`src/rtl/clockworks_divider.sv`:
```
// Board clk -> slow_clk = clk/2^(SLOW+1), slow_reset stretched over RST_HOLD slow cycles, fast-domain slow_tick; outputs registered, no backpressure.
// Define CLKW_SIM_BYPASS_EN to bypass the divider for fast simulation (slow_clk = clk, slow_tick = 1).
module clockworks_divider #(
  parameter int SLOW     = 24,
  parameter int RST_HOLD = 2
) (
  input  logic clk,
  input  logic reset,
  output logic slow_clk,
  output logic slow_reset,
  output logic slow_tick
);

  localparam logic [7:0] HOLD_INIT = 8'(RST_HOLD);

  // Declaration initialisers give the FPGA power-up state, so reset happens without the button.
  logic [7:0] hcnt         = HOLD_INIT;
  logic       slow_reset_q = 1'b1;

  assign slow_reset = slow_reset_q;

`ifdef CLKW_SIM_BYPASS_EN

  assign slow_clk  = clk;
  assign slow_tick = 1'b1;

  always_ff @(posedge clk) begin
    if (reset) begin
      hcnt         <= HOLD_INIT;
      slow_reset_q <= 1'b1;
    end else begin
      if (hcnt != 8'd0)
        hcnt <= hcnt - 8'd1;
      if (hcnt == 8'd0)
        slow_reset_q <= 1'b0;
    end
  end

`else

  localparam int            CW       = SLOW + 1;
  localparam logic [SLOW:0] HALF     = CW'(1) << SLOW;
  localparam logic [SLOW:0] PRE_HALF = HALF - CW'(1);

  logic [SLOW:0] cnt = '0;
  logic          rise_next;
  logic          fall_next;

  // The edge about to make cnt == HALF is the slow rising edge; the wrap is the falling edge.
  assign rise_next = (cnt == PRE_HALF);
  assign fall_next = &cnt;

  always_ff @(posedge clk) begin
    if (reset) begin
      cnt          <= '0;
      hcnt         <= HOLD_INIT;
      slow_reset_q <= 1'b1;
    end else begin
      cnt <= cnt + CW'(1);
      if (rise_next && (hcnt != 8'd0))
        hcnt <= hcnt - 8'd1;
      if (fall_next && (hcnt == 8'd0))
        slow_reset_q <= 1'b0;
    end
  end

  assign slow_clk  = cnt[SLOW];
  assign slow_tick = (cnt == HALF);

`endif

endmodule

```
`config.mk`:
```
export PLATFORM = sky130hd
export DESIGN_NAME = clockworks_divider
export DESIGN_NICKNAME = d
export VERILOG_FILES = /design/src/rtl/clockworks_divider.sv
export SDC_FILE = /design/constraint.sdc
export NUM_CORES = 1
export LEC_CHECK = 0
export BUFFER_PORTS_ARGS = -buffer_cell sky130_fd_sc_hd__clkbuf_2
export CAP_MARGIN = 15
export CORE_MARGIN = 8
export CORE_UTILIZATION = 50
export CTS_BUF_LIST = sky130_fd_sc_hd__clkbuf_16
export CTS_CLUSTER_DIAMETER = 60
export DETAILED_ROUTE_END_ITERATION = 16
export GPL_ROUTABILITY_DRIVEN = 0
export PLACE_DENSITY_LB_ADDON = 0.15
export SETUP_SLACK_MARGIN = 0.3
export SLEW_MARGIN = 20
export SYNTH_ARGS = -nofsm -noshare
export SYNTH_HDL_FRONTEND = slang
export SYNTH_SLANG_ARGS = --single-unit
export TNS_END_PERCENT = 30
```
`constraint.sdc`:
```
create_clock -name clk -period 2 [get_ports clk]
set_clock_uncertainty 0.15 [all_clocks]
set_input_delay 0.5 -clock clk [delete_from_list [all_inputs] [get_ports clk]]
set_output_delay 0.5 -clock clk [all_outputs]
set_load 0.005 [all_outputs]
```
# Yosys cells after proc, flatten, opt, wreduce, memory -nomap -nowiden

Index checks and enable logic that the tools add are counted.

Add/sub/neg operators: 2
Equal/unequal tests: 2
Reductions and logical operators: 5

Operators with widths:

| kind                  | number |
|---|---|
| $add 25x1->25 const B | 1 |
| $eq 25x24->1 const B  | 1 |
| $eq 25x25->1 const B  | 1 |
| $reduce_and 25->1     | 1 |
| $logic_not 8->1       | 1 |
| $reduce_bool 8->1     | 1 |
| $sub 8x1->8 const B   | 1 |
| $logic_and 1x1->1     | 2 |

Flip-flop bits (word level): 34
Bits of input ports: 2
Output and inout bits: 3
Word-level logic and storage cells: 12

# Longest topological paths before layout

Gate-level depths: netlist of the first run.

Depth after elaboration: 2
Mapped depth: 6
Mapped depth without buffers: 6

# Worst setup path before layout of the first run

OpenSTA, ideal clock, no wires.

Path type: reg-to-reg
Start point: register cnt[0]
End point: register hcnt[7]
Setup time: 0.070 ns
Data arrival time: 1.650 ns
Required time: 1.780 ns
Setup slack: 0.130 ns
Stages on the path, launching flop included: 7
Buffers on the path: 0
Cells stage by stage: dfxtp_1 > ha_1 > nand3_2 > nor3_4 > nand3_2 > or3_1 > a21oi_1

Word-level cells in the longest chain between the ends: 2

RTL lines:

| element                | line | text |
|---|---|---|
| from (decl)            | 45   | `logic [SLOW:0] cnt = '0;` |
| from (signal assigned) | 59   | `cnt <= cnt + CW'(1);` |
| $eq 25x24->1           | 50   | `assign rise_next = (cnt == PRE_HALF);` |
| $logic_and 1x1->1      | 60   | `if (rise_next && (hcnt != 8'd0))` |
| to (signal assigned)   | 61   | `hcnt <= hcnt - 8'd1;` |
| to (decl)              | 17   | `logic [7:0] hcnt = HOLD_INIT;` |

No other way between the ends.
A chain may end at the register's enable or synchronous reset.

# Worst setup path in the final report of the first run

Start point: register cnt[7]
End point: output port slow_tick

Word-level cells in the longest chain between the ends: 1

RTL lines:

| element      | line | text |
|---|---|---|
| $eq 25x25->1 | 68   | `assign slow_tick = (cnt == HALF);` |
| to (decl)    | 11   | `output logic slow_tick` |

No other way between the ends.

==> results of run 1 <==
## cell families (layout without fill, tap and decap cells)
family          Yosys count  in the layout  share of synthesized area, %
simple gates             95             95                          33.2
flops                    34             34                          42.8
xor+xnor                 23             23                          12.7
compound gates           15             15                          4.80
buf+inv                  10             39                          3.46
fa+ha+maj                 3              3                          2.36
mux                       1              1                         0.630
## placed cells by master, fill, tap and decap left out, drive strengths merged, types with 2 or more instances in the layout
master / n
or3: 7
xor2: 15
dfxtp: 34
nor2: 33
inv: 7
ha: 3
clkinv: 2
nand4: 11
xnor2: 8
nor4: 6
clkbuf: 8
buf: 22
a21oi: 7
nor3: 4
nand2: 9
nand2b: 2
nand3: 11
and4: 2
and3: 4
o21ai: 7
## area by class of cell
type,count,area [um^2]
multi-input combinational,137,1040
timing repair buffer,25,200
clock inverter,3,12.5
tap,44,55.1
fill,233,853
clock buffer,5,125
inverter,6,22.5
sequential,34,719
## path summary, 6_finish.rpt
| kind | start | slack (ps) | cells after the start | end |
|---|---|---|---|---|
| max | cnt[7]$_SDFF_PP0_ | 80 | 4 | slow_tick |
| min | cnt[0]$_SDFF_PP0_ | 310 | 1 | cnt[0]$_SDFF_PP0_ |
| max reg2reg | cnt[11]$_SDFF_PP0_ | 120 | 6 | hcnt[5]$_SDFFE_PP0P_ |
| min reg2reg | cnt[0]$_SDFF_PP0_ | 310 | 1 | cnt[0]$_SDFF_PP0_ |
## where the power goes
part	switching [mW]	internal (mW)
Combinational	0.0173	0.0109
Sequential	0.00865	0.679
Clock	0.258	0.449
Total	0.284	1.14
## cells in the mapped netlist (all sizes together)
| master | count |
|---|---|
| xnor2 | 8 |
| nor2 | 33 |
| nand4 | 11 |
| and3 | 4 |
| nand2b | 2 |
| nor3 | 4 |
| o21ai | 7 |
| inv | 6 |
| nor2b | 1 |
| mux2i | 1 |
| and4 | 2 |
| nand3 | 11 |
| nand3b | 1 |
| buf | 1 |
| clkbuf | 3 |
| a21oi | 7 |
| or2 | 1 |
| nor4 | 6 |
| ha | 3 |
| xor2 | 15 |
| nand2 | 9 |
| dfxtp | 34 |
| or3b | 1 |
| a31oi | 1 |
| or3 | 7 |
| and4bb | 1 |
| nor3b | 1 |
## state kept, by name, summed over array words and instances, names as in the netlist
register    cells
slow_reset      1
hcnt            8
cnt            25
## routing by layer
| layer | GRT usage [%] | vias up | wire [um] |
|---|---|---|---|
| met5 | 0 | - | 0 |
| met4 | 7.56 | 0 | 78 |
| met3 | 4.27 | 9 | 123 |
| met2 | 22.2 | 19 | 1660 |
| met1 | 16.5 | 642 | 1590 |
| li1 | - | 686 | - |
## what timing repair did
| item | CTS | global route |
|---|---|---|
| pin swaps | 13 | 29 |
| endpoints found under the hold margin | 0 | 0 |
| cloned | 0 | 0 |
| buffers inserted | 7 | 8 |
| gates resized for setup | 28 | 33 |
| endpoints found under the setup margin | 7 | 18 |
==> metrics.txt, run 1 <==
# TYPE chip_impl_metric gauge
chip_impl_metric{name="placed_cells",unit=""} 231
chip_impl_metric{name="grt_overflow",unit=""} 0
chip_impl_metric{name="h_tree_depth",unit=""} 2
chip_impl_metric{name="finalInstanceArea",unit="um^2"} 2170
chip_impl_metric{name="hold_slack_final",unit="ps"} 306
chip_impl_metric{name="post_layout_nonfiller_instances",unit=""} 254
chip_impl_metric{name="cap_viol_max_count",unit=""} 0
chip_impl_metric{name="synth_area_per_cell",unit="um^2"} 8.78
chip_impl_metric{name="slew_violations",unit=""} 0
chip_impl_info{name="startpoint_type",value="flip-flop"} 1
chip_impl_metric{name="grt_pass1_wl",unit="um"} 5740
chip_impl_metric{name="hpwl",unit="um"} 2120
chip_impl_metric{name="ir_worst_vdd",unit="V"} 0.000498
chip_impl_metric{name="detailed_route_vias_per_instance",unit=""} 5.34
chip_impl_metric{name="detail_route.wl_per_cell",unit="um"} 13.6
chip_impl_info{name="timing.critical_path.cells",value="nor4_4 -> nand2_1 -> nor3_2 -> buf_2"} 1
chip_impl_metric{name="synth_seq_area_share",unit="%"} 42.8
chip_impl_metric{name="area_growth",unit="%"} 36.9
chip_impl_info{name="tritoncts",value="built"} 1
chip_impl_metric{name="number_of_nets_in_the_synthesized_netlist",unit=""} 186
chip_impl_metric{name="finalHoldViolCount",unit=""} 0
chip_impl_metric{name="synth_top_cell_area_share",unit="%"} 42.8
chip_impl_metric{name="layout.nets",unit=""} 214
chip_impl_info{name="category_of_the_most_critical_setup_path",value="flip-flop to output pin"} 1
chip_impl_info{name="critical_path.top_delay_family",value="simple AND/OR/NAND/NOR gates"} 1
chip_impl_metric{name="initialDrtViolationCount",unit=""} 88
chip_impl_metric{name="routed_wl",unit="um"} 3460
chip_impl_info{name="rsz0062_at_grt",value="true"} 1
chip_impl_metric{name="min_period",unit="ps"} 1920
chip_impl_metric{name="die-area",unit="um^2"} 5240
chip_impl_metric{name="core.rowCount",unit=""} 20
chip_impl_metric{name="number_of_buffers_added_by_the_clock_tree_synthesis_step",unit=""} 5
chip_impl_metric{name="place.port_buffers",unit=""} 4
chip_impl_metric{name="post_synth_num_cell_types",unit=""} 32
chip_impl_info{name="worst_hold_path_type",value="flip-flop to flip-flop"} 1
chip_impl_metric{name="setup_slack",unit="ps"} 75.4
chip_impl_metric{name="worst_ep_required_time",unit="ps"} 1350
chip_impl_metric{name="post-route-drc-count",unit=""} 0
chip_impl_info{name="synth_top_cells_by_area",value="sky130_fd_sc_hd__dfxtp_1 43%, sky130_fd_sc_hd__xor2_1 8.3%, sky130_fd_sc_hd__nor2_1 7.8%"} 1
chip_impl_info{name="cell_with_the_largest_stage_delay_on_the_worst_path",value="sky130_fd_sc_hd__dfxtp_4"} 1
chip_impl_metric{name="syn-cell-area",unit="um^2"} 1590
chip_impl_metric{name="clock_path_buffers",unit=""} 2
chip_impl_metric{name="worstPathArrival",unit="ps"} 1270
chip_impl_info{name="cts.root.buffer_cell",value="sky130_fd_sc_hd__clkbuf_16"} 1
chip_impl_metric{name="placeableCoreArea",unit="um^2"} 3030
chip_impl_metric{name="grt_pass1_vias",unit=""} 1316
chip_impl_info{name="synth_top_cell_by_area",value="sky130_fd_sc_hd__dfxtp_1"} 1
chip_impl_metric{name="finish.utilization",unit="%"} 71.8
chip_impl_metric{name="via_count",unit=""} 1356
chip_impl_metric{name="ctsHoldBuffers",unit=""} 0
chip_impl_metric{name="fin_crit_sh",unit="%"} 96.2
chip_impl_metric{name="clk_pin_slew",unit="ps"} 50
chip_impl_metric{name="dp_slack",unit="ps"} 168
chip_impl_metric{name="postRouteAntennaNets",unit=""} 0
chip_impl_metric{name="tightestPinTransition",unit="ps"} 300
chip_impl_info{name="critical_path.endpoint_type",value="output pin"} 1
chip_impl_metric{name="report.power.total",unit="mW"} 1.42
chip_impl_metric{name="timing.setup.tns",unit="ps"} 0
chip_impl_metric{name="post_route_cells_drive_above_1_share",unit="%"} 39.0
chip_impl_metric{name="setup_viol",unit=""} 0
chip_impl_metric{name="postSynthCellCount",unit=""} 181
chip_impl_metric{name="slew-limit-headroom",unit="%"} 80.0
chip_impl_metric{name="firstDrtPassIters",unit=""} 6
chip_impl_metric{name="grt.total_usage",unit="%"} 14.0
chip_impl_metric{name="post_dp_cell_area",unit="um^2"} 1700
chip_impl_metric{name="floorplan.initialDensity",unit="%"} 52.5
chip_impl_metric{name="cts_num_sinks",unit=""} 34
chip_impl_info{name="run_status",value="finished clean"} 1
chip_impl_metric{name="synth_warnings",unit=""} 0
chip_impl_metric{name="antennaDiodeCount",unit=""} 0
chip_impl_metric{name="die_w",unit="um"} 72.4
chip_impl_metric{name="ys_ff_latch",unit=""} 34
chip_impl_metric{name="number_of_antenna_violations_at_the_first_check_in_global_routing",unit=""} 0
chip_impl_metric{name="leakage",unit="nW"} 0.833
chip_impl_metric{name="worstPathMaxFanout",unit=""} 2
chip_impl_metric{name="clk-insertion-delay-late",unit="ps"} 270
chip_impl_metric{name="power_density_over_the_cells",unit="nW/um^2"} 654
chip_impl_metric{name="num_io_pins",unit=""} 5
chip_impl_metric{name="max_freq",unit="MHz"} 520
chip_impl_metric{name="slowest_delay",unit="ps"} 350
chip_impl_metric{name="largest_net_degree_at_the_start_of_global_routing",unit=""} 25
chip_impl_metric{name="worst-path-buf-inv",unit=""} 1
chip_impl_metric{name="die-height",unit="um"} 72.4
No activity file was read; power rests on OpenSTA's default activity.
==> run 2, diff against run 1 <==
CORE_ASPECT_RATIO = 1.25   (was unset)
==> run 2 against run 1 <==
Worst hold slack better by 14 ps. Register-to-register slack gained 90 ps. Global-route usage fell by 1.0 points. Clock power is 2% higher. Sequential share of layout area up 2.9 points. Sequential cell count is the same. Core utilization shrank 7.0 points. Fmax decreased by 2.1%. Combinational power is 24% higher. Total power grew 1.0%. Via count decreased by 2.6%. Sequential power shrank 1%. Critical endpoint unchanged.
==> metrics.txt, run 2 (synthesis results as in run 1) <==
# TYPE chip_impl_metric gauge
chip_impl_info{name="run_status",value="finished clean"} 1
chip_impl_metric{name="number_of_antenna_violations_at_the_first_check_in_global_routing",unit=""} 0
chip_impl_info{name="layout_commonest_cell",value="sky130_fd_sc_hd__nor2_1"} 1
chip_impl_metric{name="finalHoldViolCount",unit=""} 0
chip_impl_metric{name="ctsHoldBuffers",unit=""} 0
chip_impl_metric{name="die-height",unit="um"} 79.0
chip_impl_info{name="most-common-layout-cells",value="32 x sky130_fd_sc_hd__nor2_1, 15 x sky130_fd_sc_hd__xor2_1, 13 x sky130_fd_sc_hd__dfxtp_1"} 1
chip_impl_metric{name="die-area",unit="um^2"} 5250
chip_impl_metric{name="h_tree_depth",unit=""} 2
chip_impl_metric{name="leakage",unit="nW"} 0.773
chip_impl_metric{name="number_of_buffers_added_by_the_clock_tree_synthesis_step",unit=""} 5
chip_impl_metric{name="floorplan.initialDensity",unit="%"} 50.7
chip_impl_metric{name="hpwl",unit="um"} 2080
chip_impl_info{name="startpoint_type",value="flip-flop"} 1
chip_impl_metric{name="hold_slack_final",unit="ps"} 320
chip_impl_metric{name="die_w",unit="um"} 66.4
chip_impl_metric{name="routed_wl",unit="um"} 3310
chip_impl_metric{name="slowest_delay",unit="ps"} 360
chip_impl_metric{name="via_count",unit=""} 1321
chip_impl_metric{name="worst_ep_required_time",unit="ps"} 1350
chip_impl_metric{name="detail_route.wl_per_cell",unit="um"} 14.0
chip_impl_metric{name="post-route-drc-count",unit=""} 0
chip_impl_metric{name="worstPathArrival",unit="ps"} 1320
chip_impl_metric{name="nFillCells",unit=""} 242
chip_impl_metric{name="min_period",unit="ps"} 1970
chip_impl_info{name="critical_path.endpoint_type",value="output pin"} 1
chip_impl_metric{name="antennaDiodeCount",unit=""} 0
chip_impl_metric{name="layout.nets",unit=""} 204
chip_impl_info{name="timing.critical_path.from",value="cnt[6]$_SDFF_PP0_"} 1
chip_impl_metric{name="dp_slack",unit="ps"} 207
chip_impl_info{name="cell_with_the_largest_stage_delay_on_the_worst_path",value="sky130_fd_sc_hd__dfxtp_4"} 1
chip_impl_metric{name="clk-insertion-delay-late",unit="ps"} 280
chip_impl_metric{name="slew-limit-headroom",unit="%"} 79.6
chip_impl_metric{name="ir_worst_vdd",unit="V"} 0.000689
chip_impl_metric{name="cap_viol_max_count",unit=""} 0
chip_impl_info{name="timing.hold.worst.start",value="slow_reset$_SDFFE_PP1P_"} 1
chip_impl_metric{name="post_route_cells_drive_above_1_share",unit="%"} 32.0
chip_impl_metric{name="grt_pass1_vias",unit=""} 1203
chip_impl_metric{name="timing.setup.tns",unit="ps"} 0
chip_impl_metric{name="initialDrtViolationCount",unit=""} 61
chip_impl_metric{name="largest_reg_flops",unit=""} 25
chip_impl_metric{name="num_io_pins",unit=""} 5
chip_impl_info{name="largest-register",value="cnt"} 1
chip_impl_info{name="timing.critical_path.cells",value="nor4_2 -> nand2_1 -> nor3_2 -> buf_2"} 1
chip_impl_metric{name="tightestPinTransition",unit="ps"} 304
chip_impl_metric{name="power_density_over_the_cells",unit="nW/um^2"} 706
chip_impl_metric{name="area_growth",unit="%"} 28.0
chip_impl_info{name="tritoncts",value="built"} 1
chip_impl_metric{name="detailed_route_vias_per_instance",unit=""} 5.57
chip_impl_metric{name="postRouteAntennaNets",unit=""} 0
chip_impl_info{name="rsz0062_at_grt",value="true"} 1
chip_impl_metric{name="setup_slack",unit="ps"} 33.4
chip_impl_metric{name="worstPathMaxFanout",unit=""} 5
chip_impl_metric{name="firstDrtPassIters",unit=""} 4
chip_impl_info{name="worst_hold_path_type",value="flip-flop to flip-flop"} 1
chip_impl_metric{name="grt_pass1_wl",unit="um"} 5240
chip_impl_metric{name="grt_overflow",unit=""} 0
chip_impl_info{name="category_of_the_most_critical_setup_path",value="flip-flop to output pin"} 1
chip_impl_metric{name="core.rowCount",unit=""} 23
chip_impl_metric{name="r2r_slack",unit="ps"} 210
chip_impl_metric{name="grt.total_usage",unit="%"} 13.0
chip_impl_metric{name="report.power.total",unit="mW"} 1.44
chip_impl_metric{name="max_freq",unit="MHz"} 508
chip_impl_metric{name="setup_viol",unit=""} 0
chip_impl_metric{name="largest_net_degree_at_the_start_of_global_routing",unit=""} 27
chip_impl_metric{name="place.port_buffers",unit=""} 4
chip_impl_metric{name="placeableCoreArea",unit="um^2"} 3140
chip_impl_metric{name="clk_pin_slew",unit="ps"} 50
chip_impl_info{name="r2r-start",value="cnt[17]$_SDFF_PP0_"} 1
chip_impl_metric{name="slew_violations",unit=""} 0
chip_impl_metric{name="fin_crit_sh",unit="%"} 98.3
chip_impl_info{name="cts.root.buffer_cell",value="sky130_fd_sc_hd__clkbuf_16"} 1
chip_impl_metric{name="cts_num_sinks",unit=""} 34
chip_impl_metric{name="clock_path_buffers",unit=""} 2
chip_impl_metric{name="finish.utilization",unit="%"} 64.9
-- run 2: layer usage --
metal / share of wire, % / routed length, um / GRT usage [%]
met5: 0 / 0 / 0
met4: 1.6 / 54 / 6.21
met3: 5.8 / 192 / 5.49
met2: 47 / 1550 / 20.1
met1: 46 / 1520 / 14.9
-- run 2: cell type report --
type                       instances  area (um^2)  share of cell area [%]
inverter                           6         22.5                    1.11
tap                               37         46.3                    2.28
multi-input combinational        137          991                    48.7
timing repair buffer              15          106                    5.23
clock buffer                       5          125                    6.15
clock inverter                     3         11.3                   0.554
sequential                        34          732                    36.0
-- run 2: power by group --
part / switching [mW] / internal (mW)
Combinational: 0.0206 / 0.0146
Sequential: 0.00610 / 0.673
Clock: 0.274 / 0.448
Total: 0.301 / 1.14
-- run 2: repair_timing --
action | in CTS | in global routing
buffers inserted | 3 | 1
setup endpoints to repair | 7 | 10
pin swaps | 11 | 20
cloned | 0 | 0
resized for setup | 27 | 24
-- run 2: worst paths after layout --
path / end / cells past startpoint
max: slow_tick / 4
min reg2reg: slow_reset$_SDFFE_PP1P_ / 2
max reg2reg: hcnt[4]$_SDFFE_PP0P_ / 5
min: slow_reset$_SDFFE_PP1P_ / 2
-- run 2: metrics by stage --
stage | std cells | cell area, um^2
6_report | 237 | 2030
5_1_grt | 237 | 2030
4_1_cts | 236 | 1940
3_5_place_dp | 225 | 1700
3_3_place_gp | 225 | 1700
2_1_floorplan | 181 | 1610
-- run 2: worst max-delay path, delay by kind of cell (launching register included) --
kind          cells  cell delay, ps
simple gates      3             550
flops             1             360
buf+inv           1             130
==> run 3, diff against run 2 <==
CTS_BUF_LIST = sky130_fd_sc_hd__clkbuf_4   (was sky130_fd_sc_hd__clkbuf_16)
==> run 3 against run 2 <==
Clock-buffer cell count unchanged. Global-route usage is essentially flat. Highest routed layer unchanged. Sequential share of layout area up 1.3 points. Fmax fell by 3.1%. First-iteration DRC count is 3.3% lower. The flow now finishes with violations (negative setup slack). Register-to-register slack improved by 20 ps. Largest cell class unchanged. Critical path depth is the same. Critical endpoint unchanged. Worst hold slack got worse by 14 ps. Via count fell by 0.23%. Die area did not move. Cell count up 0.42%. Setup slack worse by 63 ps.
==> metrics.txt, run 3 (synthesis results as in run 1) <==
# TYPE chip_impl_metric gauge
chip_impl_metric{name="die-height",unit="um"} 79.0
chip_impl_metric{name="floorplan.initialDensity",unit="%"} 50.7
chip_impl_info{name="worst_hold_path_type",value="input port to flip-flop"} 1
chip_impl_metric{name="place.port_buffers",unit=""} 4
chip_impl_info{name="tritoncts",value="built"} 1
chip_impl_metric{name="via_count",unit=""} 1318
chip_impl_metric{name="core.rowCount",unit=""} 23
chip_impl_info{name="r2r-start",value="cnt[17]$_SDFF_PP0_"} 1
chip_impl_info{name="cell_with_the_largest_stage_delay_on_the_worst_path",value="sky130_fd_sc_hd__dfxtp_4"} 1
chip_impl_metric{name="dp_slack",unit="ps"} 207
chip_impl_metric{name="worst-path-buf-inv",unit=""} 1
chip_impl_metric{name="clock_path_buffers",unit=""} 2
chip_impl_metric{name="clk_pin_slew",unit="ps"} 100
chip_impl_metric{name="slew-limit-headroom",unit="%"} 79.7
chip_impl_metric{name="initialDrtViolationCount",unit=""} 59
chip_impl_info{name="whs_endpoint",value="hcnt[3]$_SDFFE_PP0P_"} 1
chip_impl_metric{name="cts_num_sinks",unit=""} 34
chip_impl_info{name="critical_path.top_delay_family",value="simple AND/OR/NAND/NOR gates"} 1
chip_impl_info{name="largest-register",value="cnt"} 1
chip_impl_info{name="most-common-layout-cells",value="32 x sky130_fd_sc_hd__nor2_1, 15 x sky130_fd_sc_hd__xor2_1, 13 x sky130_fd_sc_hd__dfxtp_2"} 1
chip_impl_metric{name="tightestPinTransition",unit="ps"} 302
chip_impl_metric{name="layout.nets",unit=""} 205
chip_impl_metric{name="postRouteAntennaNets",unit=""} 0
chip_impl_info{name="run_status",value="complete, but fails checks"} 1
chip_impl_metric{name="setup_viol",unit=""} 1
chip_impl_info{name="rsz0062_at_grt",value="true"} 1
chip_impl_metric{name="grt_pass1_vias",unit=""} 1219
chip_impl_metric{name="hpwl",unit="um"} 2080
chip_impl_metric{name="slowest_delay",unit="ps"} 390
chip_impl_metric{name="largest_reg_flops",unit=""} 25
chip_impl_metric{name="report.power.total",unit="mW"} 1.06
chip_impl_info{name="layout_commonest_cell",value="sky130_fd_sc_hd__nor2_1"} 1
chip_impl_metric{name="nFillCells",unit=""} 263
chip_impl_metric{name="grt_pass1_wl",unit="um"} 5300
chip_impl_metric{name="setup_slack",unit="ps"} -30.0
chip_impl_info{name="cts.root.buffer_cell",value="sky130_fd_sc_hd__clkbuf_4"} 1
chip_impl_metric{name="number_of_buffers_added_by_the_clock_tree_synthesis_step",unit=""} 5
chip_impl_metric{name="cap_viol_max_count",unit=""} 0
chip_impl_metric{name="routed_wl",unit="um"} 3300
chip_impl_info{name="startpoint_type",value="flip-flop"} 1
chip_impl_info{name="failed_checks",value="negative setup slack"} 1
chip_impl_metric{name="placed_cells",unit=""} 225
chip_impl_metric{name="firstDrtPassIters",unit=""} 4
chip_impl_metric{name="largest_net_degree_at_the_start_of_global_routing",unit=""} 27
chip_impl_metric{name="r2r_slack",unit="ps"} 230
chip_impl_metric{name="grt.total_usage",unit="%"} 12.9
chip_impl_metric{name="min_period",unit="ps"} 2030
chip_impl_metric{name="worstRegToRegCells",unit=""} 5
chip_impl_metric{name="grt_overflow",unit=""} 0
chip_impl_metric{name="max_freq",unit="MHz"} 493
chip_impl_metric{name="die_w",unit="um"} 66.4
chip_impl_metric{name="worstPathMaxFanout",unit=""} 6
chip_impl_metric{name="post_dp_cell_area",unit="um^2"} 1700
chip_impl_metric{name="power_density_over_the_cells",unit="nW/um^2"} 540
chip_impl_info{name="r2r_end",value="hcnt[3]$_SDFFE_PP0P_"} 1
chip_impl_metric{name="hold-path-cell-count",unit=""} 2
chip_impl_metric{name="number_of_antenna_violations_at_the_first_check_in_global_routing",unit=""} 0
chip_impl_metric{name="post_route_cells_drive_above_1_share",unit="%"} 35.3
chip_impl_metric{name="finalInstanceArea",unit="um^2"} 1970
chip_impl_metric{name="fin_crit_sh",unit="%"} 101
chip_impl_metric{name="post-route-drc-count",unit=""} 0
chip_impl_metric{name="num_io_pins",unit=""} 5
chip_impl_metric{name="post_layout_nonfiller_instances",unit=""} 238
chip_impl_metric{name="worst_ep_required_time",unit="ps"} 1350
chip_impl_metric{name="worstPathArrival",unit="ps"} 1380
chip_impl_info{name="critical_path.endpoint_type",value="output pin"} 1
chip_impl_metric{name="clk-insertion-delay-late",unit="ps"} 340
chip_impl_info{name="timing.hold.worst.start",value="reset"} 1
chip_impl_metric{name="h_tree_depth",unit=""} 2
chip_impl_info{name="category_of_the_most_critical_setup_path",value="flip-flop to output pin"} 1
chip_impl_metric{name="slew_violations",unit=""} 0
chip_impl_metric{name="timing.setup.tns",unit="ps"} -30.0
chip_impl_metric{name="ir_worst_vdd",unit="V"} 0.000385
chip_impl_metric{name="detailed_route_vias_per_instance",unit=""} 5.54
chip_impl_metric{name="leakage",unit="nW"} 0.739
chip_impl_metric{name="placeableCoreArea",unit="um^2"} 3140
chip_impl_metric{name="die-area",unit="um^2"} 5250
chip_impl_metric{name="detail_route.wl_per_cell",unit="um"} 13.9
chip_impl_metric{name="antennaDiodeCount",unit=""} 0
chip_impl_metric{name="finalHoldViolCount",unit=""} 0
chip_impl_info{name="timing.critical_path.cells",value="nor4_4 -> nand4_1 -> nor3_2 -> buf_2"} 1
chip_impl_metric{name="area_growth",unit="%"} 24.0
[run 3: what timing repair did]
action | in CTS | in global routing
buffers inserted | 1 | 4
pin swaps | 16 | 23
hold buffers | 0 | 0
resized for setup | 31 | 26
endpoints found under the hold margin | 0 | 0
endpoints found under the setup margin | 7 | 14
[run 3: per-layer routing]
layer | global-route usage (%) | wire length [um] | up-vias
met4 | 6.21 | 57 | 0
met5 | 0 | 0 | -
met3 | 4.92 | 146 | 6
met1 | 14.8 | 1550 | 625
li1 | - | - | 662
met2 | 20.5 | 1550 | 25
[run 3: metrics by stage]
stage | utilization, % | hold WS (ps)
final | 62.8 | 306
after global routing | 62.8 | 322
after CTS | 59.1 | 289
after detailed placement | 54.1 | 312
after global placement | 54.1 | 302
after floorplan | - | 294
[run 3: worst max-delay path by stage]
stage	start	to	slack (ps)	depth (start not counted)
after floorplan	cnt[0]$_SDFF_PP0_	hcnt[4]$_SDFFE_PP0P_	230	6
after global placement	cnt[18]$_SDFF_PP0_	slow_tick	210	4
after detailed placement	cnt[0]$_SDFF_PP0_	hcnt[5]$_SDFFE_PP0P_	210	6
after CTS	cnt[7]$_SDFF_PP0_	slow_tick	-70	4
after global routing	cnt[15]$_SDFF_PP0_	slow_tick	-140	4
final	cnt[17]$_SDFF_PP0_	slow_tick	-30	4
[run 3: layout make-up]
| class | instances | area, um^2 | share of cell area (%) |
|---|---|---|---|
| Clock inverter | 3 | 11.3 | 0.571 |
| Sequential cell | 34 | 734 | 37.3 |
| Tap cell | 37 | 46.3 | 2.35 |
| Clock buffer | 5 | 37.5 | 1.90 |
| Multi-Input combinational cell | 137 | 1000 | 50.8 |
| Timing Repair Buffer | 16 | 118 | 5.97 |
| Inverter | 6 | 22.5 | 1.14 |
[run 3: report_power, final]
| part | total, mW | switching, mW | internal, mW |
|---|---|---|---|
| clock network | 0.354 | 0.229 | 0.125 |
| logic | 0.0320 | 0.0191 | 0.0129 |
| registers | 0.678 | 0.00647 | 0.672 |
| total | 1.06 | 0.254 | 0.810 |
[run 3: worst reg2reg max path, cell delays in order, from the launching register on]
cell and delay, ps:
sky130_fd_sc_hd__dfxtp_4 400, sky130_fd_sc_hd__and4_4 240, sky130_fd_sc_hd__and4bb_2 280, sky130_fd_sc_hd__nand4_1 150, sky130_fd_sc_hd__or3_1 360, sky130_fd_sc_hd__a21oi_2 140
